--- src/rtl/ervp_apb_initiator.sv ---
`timescale 1ns/1ps
// APB requester: turns a valid/ready command stream into APB SETUP/ACCESS
// transfers and returns read data and error/timeout status on a response channel.
module ervp_apb_initiator #(
  parameter int BW_ADDR    = 32,
  parameter int BW_DATA    = 32,
  parameter int TIMEOUT    = 256,
  parameter int BW_TIMEOUT = 16
) (
  input  logic               clk,
  input  logic               rstnn,
  input  logic               req_valid,
  output logic               req_ready,
  input  logic [BW_ADDR-1:0] req_addr,
  input  logic               req_write,
  input  logic [BW_DATA-1:0] req_wdata,
  output logic               rsp_valid,
  input  logic               rsp_ready,
  output logic [BW_DATA-1:0] rsp_rdata,
  output logic               rsp_slverr,
  output logic               rsp_timeout,
  output logic               spsel,
  output logic               spenable,
  output logic [BW_ADDR-1:0] spaddr,
  output logic               spwrite,
  output logic [BW_DATA-1:0] spwdata,
  input  logic [BW_DATA-1:0] sprdata,
  input  logic               spready,
  input  logic               spslverr,
  output logic               busy
);

  if ((TIMEOUT < 0) || (64'(TIMEOUT) >= (64'd1 << BW_TIMEOUT))) begin : g_bad_timeout
    $error("TIMEOUT must be non-negative and fit in BW_TIMEOUT bits");
  end

  typedef enum logic [1:0] {
    ST_IDLE   = 2'd0,
    ST_SETUP  = 2'd1,
    ST_ACCESS = 2'd2,
    ST_RESP   = 2'd3
  } state_t;

  localparam bit                    WDT_EN   = (TIMEOUT != 0);
  localparam logic [BW_TIMEOUT-1:0] WDT_LAST = (TIMEOUT == 0) ? '0 : BW_TIMEOUT'(TIMEOUT - 1);

  state_t                state_q, state_d;
  logic                  spsel_q, spsel_d;
  logic                  spenable_q, spenable_d;
  logic [BW_ADDR-1:0]    spaddr_q, spaddr_d;
  logic                  spwrite_q, spwrite_d;
  logic [BW_DATA-1:0]    spwdata_q, spwdata_d;
  logic                  rsp_valid_q, rsp_valid_d;
  logic [BW_DATA-1:0]    rsp_rdata_q, rsp_rdata_d;
  logic                  rsp_slverr_q, rsp_slverr_d;
  logic                  rsp_timeout_q, rsp_timeout_d;
  logic [BW_TIMEOUT-1:0] wdt_q, wdt_d;
  logic                  to_resp;

  // Saturating increment: the watchdog must never wrap back to zero.
  function automatic logic [BW_TIMEOUT-1:0] wdt_inc(input logic [BW_TIMEOUT-1:0] cnt);
    if (cnt == {BW_TIMEOUT{1'b1}}) begin
      wdt_inc = cnt;
    end else begin
      wdt_inc = cnt + BW_TIMEOUT'(1);
    end
  endfunction

  always_comb begin
    state_d       = state_q;
    spsel_d       = spsel_q;
    spenable_d    = spenable_q;
    spaddr_d      = spaddr_q;
    spwrite_d     = spwrite_q;
    spwdata_d     = spwdata_q;
    rsp_valid_d   = rsp_valid_q;
    rsp_rdata_d   = rsp_rdata_q;
    rsp_slverr_d  = rsp_slverr_q;
    rsp_timeout_d = rsp_timeout_q;
    wdt_d         = wdt_q;
    to_resp       = 1'b0;

    unique case (state_q)
      ST_IDLE: begin
        if (req_valid) begin
          spaddr_d  = req_addr;
          spwrite_d = req_write;
          spwdata_d = req_wdata;
          spsel_d   = 1'b1;
          wdt_d     = '0;
          state_d   = ST_SETUP;
        end
      end
      ST_SETUP: begin
        spenable_d = 1'b1;
        state_d    = ST_ACCESS;
      end
      ST_ACCESS: begin
        // spready takes priority over a watchdog expiring in the same cycle
        if (spready) begin
          rsp_rdata_d   = spwrite_q ? '0 : sprdata;
          rsp_slverr_d  = spslverr;
          rsp_timeout_d = 1'b0;
          to_resp       = 1'b1;
        end else if (WDT_EN) begin
          if (wdt_q == WDT_LAST) begin
            rsp_rdata_d   = '0;
            rsp_slverr_d  = 1'b0;
            rsp_timeout_d = 1'b1;
            to_resp       = 1'b1;
          end else begin
            wdt_d = wdt_inc(wdt_q);
          end
        end
      end
      ST_RESP: begin
        if (rsp_ready) begin
          rsp_valid_d   = 1'b0;
          rsp_rdata_d   = '0;
          rsp_slverr_d  = 1'b0;
          rsp_timeout_d = 1'b0;
          state_d       = ST_IDLE;
        end
      end
      default: state_d = ST_IDLE;
    endcase

    if (to_resp) begin
      spsel_d     = 1'b0;
      spenable_d  = 1'b0;
      spaddr_d    = '0;
      spwrite_d   = 1'b0;
      spwdata_d   = '0;
      rsp_valid_d = 1'b1;
      state_d     = ST_RESP;
    end
  end

  always_ff @(posedge clk) begin
    if (!rstnn) begin
      state_q       <= ST_IDLE;
      spsel_q       <= 1'b0;
      spenable_q    <= 1'b0;
      spaddr_q      <= '0;
      spwrite_q     <= 1'b0;
      spwdata_q     <= '0;
      rsp_valid_q   <= 1'b0;
      rsp_rdata_q   <= '0;
      rsp_slverr_q  <= 1'b0;
      rsp_timeout_q <= 1'b0;
      wdt_q         <= '0;
    end else begin
      state_q       <= state_d;
      spsel_q       <= spsel_d;
      spenable_q    <= spenable_d;
      spaddr_q      <= spaddr_d;
      spwrite_q     <= spwrite_d;
      spwdata_q     <= spwdata_d;
      rsp_valid_q   <= rsp_valid_d;
      rsp_rdata_q   <= rsp_rdata_d;
      rsp_slverr_q  <= rsp_slverr_d;
      rsp_timeout_q <= rsp_timeout_d;
      wdt_q         <= wdt_d;
    end
  end

  // req_ready and busy follow the state only, never req_valid
  assign req_ready   = (state_q == ST_IDLE);
  assign busy        = (state_q != ST_IDLE);
  assign spsel       = spsel_q;
  assign spenable    = spenable_q;
  assign spaddr      = spaddr_q;
  assign spwrite     = spwrite_q;
  assign spwdata     = spwdata_q;
  assign rsp_valid   = rsp_valid_q;
  assign rsp_rdata   = rsp_rdata_q;
  assign rsp_slverr  = rsp_slverr_q;
  assign rsp_timeout = rsp_timeout_q;

endmodule

--- config.mk ---
export PLATFORM = sky130hd
export DESIGN_NAME = ervp_apb_initiator
export DESIGN_NICKNAME = d
export VERILOG_FILES = /design/src/rtl/ervp_apb_initiator.sv
export SDC_FILE = /design/constraint.sdc
export NUM_CORES = 1
export LEC_CHECK = 0
export ABC_AREA = 1
export CAP_MARGIN = 20
export CORE_ASPECT_RATIO = 0.8
export CORE_MARGIN = 2
export CORE_UTILIZATION = 40
export CTS_CLUSTER_SIZE = 24
export DETAILED_ROUTE_END_ITERATION = 10
export GPL_TIMING_DRIVEN = 1
export HOLD_SLACK_MARGIN = 0.06
export PLACE_DENSITY = 0.76
export RECOVER_POWER = 100
export SKIP_CTS_REPAIR_TIMING = 1
export SYNTH_ARGS = -nofsm -noshare
export SYNTH_HDL_FRONTEND = slang
export SYNTH_SLANG_ARGS = --single-unit
--- constraint.sdc ---
create_clock -name clk -period 2.16 [get_ports clk]
set_input_delay 0.432 -clock clk [delete_from_list [all_inputs] [get_ports clk]]
set_output_delay 0.432 -clock clk [all_outputs]
set_load 0.02 [all_outputs]
After elaboration in Yosys (flattened, before gate mapping)
Index checks and enable logic that the tools add are counted.
{ "classes": {"n_addsub": 1, "eq_ne": 13, "n_mux": 26, "n_bitwise": 1, "n_reduce_logical": 13} }
{ "op_table": {"columns": ["op", "n"], "rows": [
  ["32-bit two-way mux", 4],
  ["16-bit two-way mux", 4],
  ["32-bit case mux with 2 select lines", 1],
  ["16-bit case mux with 2 select lines", 1],
  ["16-bit by 1-bit adder with 16-bit output (second input constant)", 1],
  ["16-bit equality test (second input constant)", 1],
  ["16-bit by 8-bit equality test with 1-bit output (second input constant)", 1],
  ["1-bit two-way mux", 10],
  ["2-bit != test (second input constant)", 5],
  ["2-bit nonzero test", 5],
  ["2-bit two-way mux", 3],
  ["3-bit != test (second input constant)", 2],
  ["2-bit case mux with 3 select lines", 1],
  ["3-bit AND reduction", 2],
  ["5-bit AND reduction", 1],
  ["2-bit equality test (second input constant)", 2],
  ["1-bit case mux with 2 select lines", 2],
  ["2-bit AND reduction", 2],
  ["4-bit nonzero test", 1],
  ["3-bit by 2-bit != test with 1-bit output (second input constant)", 1],
  ["2-bit by 1-bit equality test with 1-bit output (second input constant)", 1],
  ["2-bit zero test", 1],
  ["2-bit OR reduction", 1],
  ["1-bit inverter", 1]
]} }
{ "totals": {"regBits": 120, "in_bits": 103, "out_inout_bits": 104, "word_cells": 65} }

Depth between registers and ports, before layout
Gate-level depths: netlist of the first run.
{ "depth": {"ltp_word": 6, "ltp_mapped": 12, "ltp_nobuf": 11} }

Least setup slack after synthesis of the first run
Ideal clock, no wire load.
{ "synth_path": {"kind": "register to register", "startpoint": "reg wdt_q[0]", "endpoint": "reg spaddr_q[2] (netlist: spaddr[2])", "arrival_ns": 1.575, "path_slack_ns": 0.469, "stages_incl_launch_ff": 13, "path_buffers": 2, "period_less_slack_ns": 1.691, "path_cell_list": "dfxtp_1 -> ha_1 -> nand2_2 -> nor2_4 -> nand2_2 -> clkinv_2 -> nand2_1 -> nand2_2 -> nand2_4 -> nand2_4 -> buf_8 -> buf_8 -> a21oi_1"} }
{ "synth_via": {"elab_chain_len": 5} }
{ "synth_lines": {"columns": ["item", "line_no", "source"], "rows": [
  ["start, declared", "57", "logic [BW_TIMEOUT-1:0] wdt_q, wdt_d;"],
  ["start signal, assigned", "163", "wdt_q <= wdt_d;"],
  ["16-bit by 8-bit equality test with 1-bit output", "106", "if (wdt_q == WDT_LAST) begin"],
  ["1-bit two-way mux", "106", null],
  ["1-bit two-way mux", "100", "if (spready) begin"],
  ["1-bit two-way mux", "83", "unique case (state_q)"],
  ["2-bit OR reduction (no line)", null, null],
  ["end signal, assigned", "156", "spaddr_q <= spaddr_d;"],
  ["end, declared", "50", "logic [BW_ADDR-1:0] spaddr_q, spaddr_d;"]
]} }
No other way between the ends.
A chain may end at the register's enable or synchronous reset.

Final worst setup path of the first run
{ "layout_path": {"startpoint": "reg state_q[1]", "endpoint": "out busy"} }
{ "layout_via": {"elab_chain_len": 1} }
{ "layout_lines": {"columns": ["item", "line_no", "source"], "rows": [
  ["start, declared", "47", "state_t state_q, state_d;"],
  ["start signal, assigned", "153", "state_q <= state_d;"],
  ["2-bit nonzero test", "169", "assign busy = (state_q != ST_IDLE);"],
  ["end, declared", "30", "output logic busy"]
]} }
No other way between the ends.

==> impl_results.rst, run 1 <==
.. list-table::
   :header-rows: 1

   * - Metric
     - Value
   * - Run status
     - completed
   * - YS warnings
     - 0
   * - IO buf count
     - 206
   * - Static Leakage
     - just over 3 nW
   * - Delay of the slowest cell on the worst path
     - 0.62 ns
   * - Remaining DRCs
     - 0
   * - Longest Clk Path Bufs
     - 2
   * - Number of iterations in the first detailed-routing pass
     - 5
   * - Setup slack on the worst flop-to-flop path
     - between 0.15 and 0.2 ns
   * - Final layout net count
     - about 960
   * - Clk network pwr share
     - 0.395
   * - Met1 routing resource usage after global routing
     - 0.282
   * - DRT antenna net count
     - 0
   * - Number of cells on the worst reg-to-reg path
     - 11
   * - Post-synth net total
     - approximately 760
   * - Core Footprint
     - between 0.01 and 0.015 sq mm
   * - CTS Sinks
     - 120
   * - Fraction of layout cells with a size suffix above 1
     - 0.0773
   * - Max capacitance violation total
     - 0
   * - Distinct cell type count of the synthesized netlist
     - 29
   * - DP Wirelength
     - between 10000 and 15000 um
   * - Top-level port count
     - just over 200
   * - Endpoint class of the critical path
     - primary output
   * - Dpl ws
     - -0.136 ns
   * - Critical path launch point
     - state_q[1]
   * - Final Setup Violations
     - 0
   * - Worst r2r src
     - wdt_q[0]
   * - Post-synth top area share
     - 0.481
   * - Netlist area before placement
     - 0.00499 sq mm
   * - Synthesized netlist cell count
     - about 660
   * - CP Capture Point
     - busy
   * - Final global-route overflow total
     - 0
   * - Top Usage Layer GRT
     - met2
   * - CTS Buf Count
     - 17
   * - Tot GR Track Use
     - 0.230
   * - Effective utilization at floorplan
     - 0.410
   * - Routability-driven placement congestion ratio
     - between 0.9 and 1
   * - Die X
     - roughly 130 um
   * - Routing usage on met3
     - 0.0813
   * - Worst Path Max Fanout
     - 6
   * - Site Rows
     - 36
   * - Synthesized area per cell
     - between 7 and 8 sq um
   * - Cell breakdown of the critical path
     - nor2_4, inv_2, clkdlybuf4s50_1
   * - Power Total
     - 6.32 mW
   * - Filler Cell Count
     - about 1000
   * - Area growth, synth to finish
     - 53.2%
   * - Minimum clock period
     - 2.11 ns
   * - Vias per cell
     - about 5.2
   * - Minimum setup slack in the final design
     - between 0.04 and 0.05 ns
   * - Via count of the first global-routing pass
     - 5089
   * - Post-route clock skew
     - 0.0120 ns
   * - Inserted Diodes
     - 0
   * - Clock tree from TritonCTS
     - done
   * - GR Util met2
     - 0.374
   * - Global-route wire length before repair
     - 24800 um
   * - Number of pins with negative max-slew slack in the final report
     - 0
   * - Worst path arrival time
     - 1.68 ns
   * - Setup repair after global routing missed its margin
     - false
   * - Clock-pin slew on the worst setup and hold paths
     - 0.05 ns
   * - Largest area contributor in the netlist
     - sky130_fd_sc_hd__dfxtp_1
   * - Critical path start-end classification
     - flop to primary output
   * - Post-route cell area
     - about 0.0076 sq mm
   * - Net Switching
     - about 1.8 mW
   * - Post-synthesis sequential area ratio
     - 0.481
   * - Category of the worst setup path launch point
     - flop
   * - Number of antenna violations at the first check in global routing
     - 0
   * - Wirelength, routed
     - around 16000 um
   * - Total power density per cell area
     - ~830 mW/mm^2
   * - Max Clk Rate
     - ~470 MHz
   * - Commonest non-fill, non-tap cell in the layout
     - sky130_fd_sc_hd__nand2_1
   * - Final hold viol count
     - 0
   * - Max rail drop VDD
     - between 0.0006 and 0.0007 V
   * - Terminus of the critical flop-to-flop path
     - spwdata[12]
   * - Total internal power
     - around 4.5 mW
   * - Slowest stage cell on the critical path
     - sky130_fd_sc_hd__clkdlybuf4s50_1
   * - Total via count after detailed routing
     - between 5000 and 6000
   * - Sequential share of power
     - 0.391
   * - Synth area leaders
     - sky130_fd_sc_hd__dfxtp_1 48%, sky130_fd_sc_hd__nand3_1 12%, sky130_fd_sc_hd__nand2_1 12%
   * - Clock tree root buffer cell
     - sky130_fd_sc_hd__clkbuf_16
   * - Sw Ratio
     - 0.291
   * - Tightest Hold Check Type
     - flop to flop
   * - Count of state elements after synthesis
     - 120
   * - Most frequent cells in the layout
     - 154 x sky130_fd_sc_hd__nand2_1, 123 x sky130_fd_sc_hd__nand3_1, 120 x sky130_fd_sc_hd__dfxtp_1
   * - DRC violation total after the first TritonRoute iteration
     - approximately 290
   * - Clock latency on the worst-skew pair
     - 0.41 ns
   * - Pin count of the biggest net entering global routing
     - 43
   * - Routed wire length per instance
     - around 15 um
   * - Slew headroom
     - 0.674
   * - Die outline area
     - 0.0134 sq mm
   * - Chip Height
     - 104 um
   * - Dpl cell area
     - just over 0.007 sq mm
   * - Transition time at the pin with the least slew margin
     - 0.489 ns
   * - Endpoint required time on the critical path
     - roughly 1.7 ns
   * - Post-route clock period utilization
     - 0.977
   * - Portion of total power attributed to combinational logic
     - 0.214
   * - Number of H-tree branching levels
     - 4
-- metrics by stage --
| stage | utilization | hold slack [ns] | TNS [ns] | instances |
|---|---|---|---|---|
| after floorplan | - | 0.472 | 0 | 659 |
| after global placement | 0.590 | 0.447 | 0 | 987 |
| after detailed placement | 0.590 | 0.453 | -1.13 | 987 |
| after CTS | 0.634 | 0.462 | -0.510 | 1019 |
| after global routing | 0.629 | 0.472 | 0 | 1019 |
| final | 0.629 | 0.458 | 0 | 1019 |
-- how the worst min path moves through the flow --
| stage | from | endpoint | depth (start not counted) |
|---|---|---|---|
| floorplan | wdt_q[3] | wdt_q[3] | 2 |
| global placement | spaddr[9] | spaddr[9] | 2 |
| detailed placement | spwdata[9] | spwdata[9] | 2 |
| CTS | spaddr[19] | spaddr[19] | 2 |
| global route | spaddr[19] | spaddr[19] | 2 |
| finish | spaddr[19] | spaddr[19] | 2 |
-- metal layers --
layer	routed length (um)	vias up	share of wire
met5	0	-	0
met4	279	0	0.018
met3	1490	17	0.095
met2	7360	232	0.47
met1	6540	2493	0.42
li1	-	2597	-
-- synth_stat cells, drive strengths merged --
master / count
nand4: 9
dfxtp: 120
a21oi: 118
xor2: 6
buf: 22
nor3b: 2
clkinv: 1
o21ai: 4
nand2: 159
or2: 1
inv: 16
ha: 1
clkbuf: 26
nand3: 123
nor3: 4
nor2: 47
-- power by group through the flow --
stage,registers [mW],clock network [mW],logic [mW]
final,2.47,2.50,1.35
after global routing,2.49,2.65,1.46
after CTS,2.48,2.54,1.44
after detailed placement,2.52,0,1.42
after global placement,2.51,0,1.40
after floorplan,2.68,0,0.585
-- critical path, delay by kind of cell (launching register included) --
family / cells / cell delay, ns
AND/OR/NAND/NOR: 1 / 0.12
flip-flops: 1 / 0.46
buffers and inverters: 2 / 0.69
-- sequential cells by signal, summed over array words and instances, names as in the netlist --
name / flops
rsp_rdata: 32
spaddr: 32
spwdata: 32
wdt_q: 16
state_q: 2
rsp_slverr: 1
rsp_timeout: 1
rsp_valid: 1
spenable: 1
spsel: 1
spwrite: 1
-- kinds of logic (layout without fill, tap and decap cells) --
logic type      after synthesis  count (layout)  synth area share
buf+inv                      65             273            0.0634
compound gates              122             122             0.128
flops                       120             120             0.481
fa+ha+maj                     1               1           0.00251
xor+xnor                      6               6            0.0105
simple gates                345             345             0.314
-- cell type report --
| cell class | count | area [sq um] | share of cell area |
|---|---|---|---|
| clock inverter | 8 | 47.5 | 0.00622 |
| multi-input combinational | 474 | 2250 | 0.294 |
| clock buffer | 24 | 482 | 0.0630 |
| sequential | 120 | 2400 | 0.314 |
| timing repair buffer | 224 | 2220 | 0.290 |
| inverter | 17 | 65.1 | 0.00851 |
| tap | 152 | 190 | 0.0249 |
Note: power is estimated with default switching activity, not from simulation.
==> run 2: changes to the inputs <==
--- a/config.mk
+++ b/config.mk
@@ -16,6 +16,7 @@
 export HOLD_SLACK_MARGIN = 0.06
 export PLACE_DENSITY = 0.76
 export RECOVER_POWER = 100
+export REMOVE_ABC_BUFFERS = 1
 export SKIP_CTS_REPAIR_TIMING = 1
 export SYNTH_ARGS = -nofsm -noshare
 export SYNTH_HDL_FRONTEND = slang
==> impl_results.rst, run 2 (synthesized netlist as in run 1, its figures left out) <==
.. list-table::
   :header-rows: 1

   * - Metric
     - Value
   * - Remaining DRCs
     - 0 (unchanged)
   * - Final global-route overflow total
     - 0 (unchanged)
   * - Max rail drop VDD
     - 0.000598 V (-1.6%)
   * - Top-level port count
     - 207 (unchanged)
   * - IO buf count
     - 206 (unchanged)
   * - Max Clk Rate
     - 480 MHz (+1.4%)
   * - Core Footprint
     - 0.0122 sq mm (unchanged)
   * - Slew headroom
     - 0.554 (-0.120)
   * - Category of the worst setup path launch point
     - flop
   * - Total via count after detailed routing
     - 5342 (+0.056%)
   * - Final layout net count
     - 957 (-0.10%)
   * - Max capacitance violation total
     - 0 (unchanged)
   * - Run status
     - completed
   * - DP Wirelength
     - 10600 um (-5.2%)
   * - Number of antenna violations at the first check in global routing
     - 0 (unchanged)
   * - CTS Sinks
     - 120 (unchanged)
   * - Setup repair after global routing missed its margin
     - false
   * - Minimum setup slack in the final design
     - 0.0783 ns (+0.0292 ns)
   * - Minimum clock period
     - 2.08 ns (-0.0292 ns)
   * - Vias per cell
     - 5.25 (+0.25%)
   * - Most frequent cells in the layout
     - 154 x sky130_fd_sc_hd__nand2_1, 123 x sky130_fd_sc_hd__nand3_1, 120 x sky130_fd_sc_hd__dfxtp_1
   * - Commonest non-fill, non-tap cell in the layout
     - sky130_fd_sc_hd__nand2_1
   * - Number of iterations in the first detailed-routing pass
     - 5 (unchanged)
   * - Clock-pin slew on the worst setup and hold paths
     - 0.06 ns (about the same)
   * - Inserted Diodes
     - 0 (unchanged)
   * - Die outline area
     - 0.0134 sq mm (unchanged)
   * - Clock tree from TritonCTS
     - done
   * - Total power density per cell area
     - 892 mW/mm^2 (+8.0%)
   * - Wirelength, routed
     - 15400 um (-2.0%)
   * - Global-route wire length before repair
     - 24800 um (about the same)
   * - Endpoint required time on the critical path
     - 1.73 ns (about the same)
   * - Count of non-filler cells in the finished layout
     - 1017 (-0.20%)
   * - Site Rows
     - 36 (unchanged)
   * - Routed wire length per instance
     - 15.1 um (-1.8%)
   * - Worst Path Max Fanout
     - 5 (-1)
   * - Transition time at the pin with the least slew margin
     - 0.670 ns (+0.180 ns)
   * - Final Setup Violations
     - 0 (unchanged)
   * - Die X
     - 129 um (unchanged)
   * - Dpl ws
     - -0.0167 ns (+0.119 ns)
   * - Tightest Hold Check Type
     - input pin to flop
   * - Number of H-tree branching levels
     - 4 (unchanged)
   * - Filler Cell Count
     - 1013 (-3.3%)
   * - Number of pins with negative max-slew slack in the final report
     - 0 (unchanged)
   * - Clock latency on the worst-skew pair
     - 0.41 ns (about the same)
   * - Fraction of layout cells with a size suffix above 1
     - 0.0821 (+0.00480)
   * - Setup_tns
     - 0 ns (unchanged)
   * - Endpoint class of the critical path
     - primary output
   * - Cell Count Post-Placement
     - 986 (-0.10%)
   * - Routability-driven placement congestion ratio
     - 0.969 (+1.2%)
   * - DRT antenna net count
     - 0 (unchanged)
   * - Setup slack on the worst flop-to-flop path
     - 0.17 ns (about the same)
   * - Pin count of the biggest net entering global routing
     - 66 (+53%)
   * - Chip Height
     - 104 um (unchanged)
   * - Post-route clock skew
     - 0.00992 ns (-0.00209 ns)
   * - Effective utilization at floorplan
     - 0.410 (unchanged)
   * - Post-route clock period utilization
     - 0.964 (-0.0135)
   * - Longest Clk Path Bufs
     - 2 (unchanged)
   * - Tot GR Track Use
     - 0.230 (+0.000518)
   * - Static Leakage
     - 3.09 nW (+1.9%)
   * - Worst path arrival time
     - 1.65 ns (-0.03 ns)
   * - Area growth, synth to finish
     - 56.2%
   * - DRC violation total after the first TritonRoute iteration
     - 306 (+7.0%)
   * - CTS Buf Count
     - 17 (unchanged)
   * - Clock tree root buffer cell
     - sky130_fd_sc_hd__clkbuf_16
   * - Critical path start-end classification
     - flop to primary output
   * - Final hold viol count
     - 0 (unchanged)
   * - Via count of the first global-routing pass
     - 4969 (-2.4%)
run 2: final cells by class:
type / count / area [sq um] / area share
clock buffers: 18 / 429 / 0.0550
clock inverters: 13 / 220 / 0.0282
inverters: 17 / 65.1 / 0.00834
multi-input cells: 474 / 2260 / 0.290
flip-flops and latches: 120 / 2400 / 0.308
well taps: 152 / 190 / 0.0244
repair buffers: 223 / 2230 / 0.286
run 2: worst paths after layout:
check / to / startpoint / cells after the start
min reg2reg: spaddr[12] / spaddr[12] / 2
max reg2reg: wdt_q[5] / wdt_q[0] / 10
min: spwdata[9] / req_valid / 3
max: busy / state_q[1] / 3
run 2: worst max-delay path, stage by stage (launching register included):
cell and delay [ns]:
sky130_fd_sc_hd__dfxtp_1 0.45, sky130_fd_sc_hd__nor2_4 0.11, sky130_fd_sc_hd__inv_2 0.07, sky130_fd_sc_hd__clkdlybuf4s50_1 0.61
run 2: stage by stage:
step                total power [mW]  instance area, sq um  utilization  hold WS (ns)
floorplan                       3.17                  4740            -         0.472
global placement                3.91                  7170        0.589         0.447
detailed placement              3.94                  7170        0.589         0.453
CTS                             7.07                  7820        0.643         0.364
global route                    7.23                  7800        0.641         0.406
finish                          6.96                  7800        0.641         0.377
run 2: per-layer routing:
layer / share of wire / GRT usage
met5: 0 / 0
met4: 0.016 / 0.0815
met3: 0.11 / 0.0972
met2: 0.47 / 0.365
met1: 0.40 / 0.280
run 2: where the power goes:
group / switching (mW) / total [mW] / internal [mW] / leakage (nW)
Sequential: 0.0910 / 2.47 / 2.37 / 0.978
Combinational: 0.795 / 1.37 / 0.577 / 1.80
Clock: 1.06 / 3.12 / 2.06 / 0.309
Total: 1.95 / 6.96 / 5.01 / 3.09
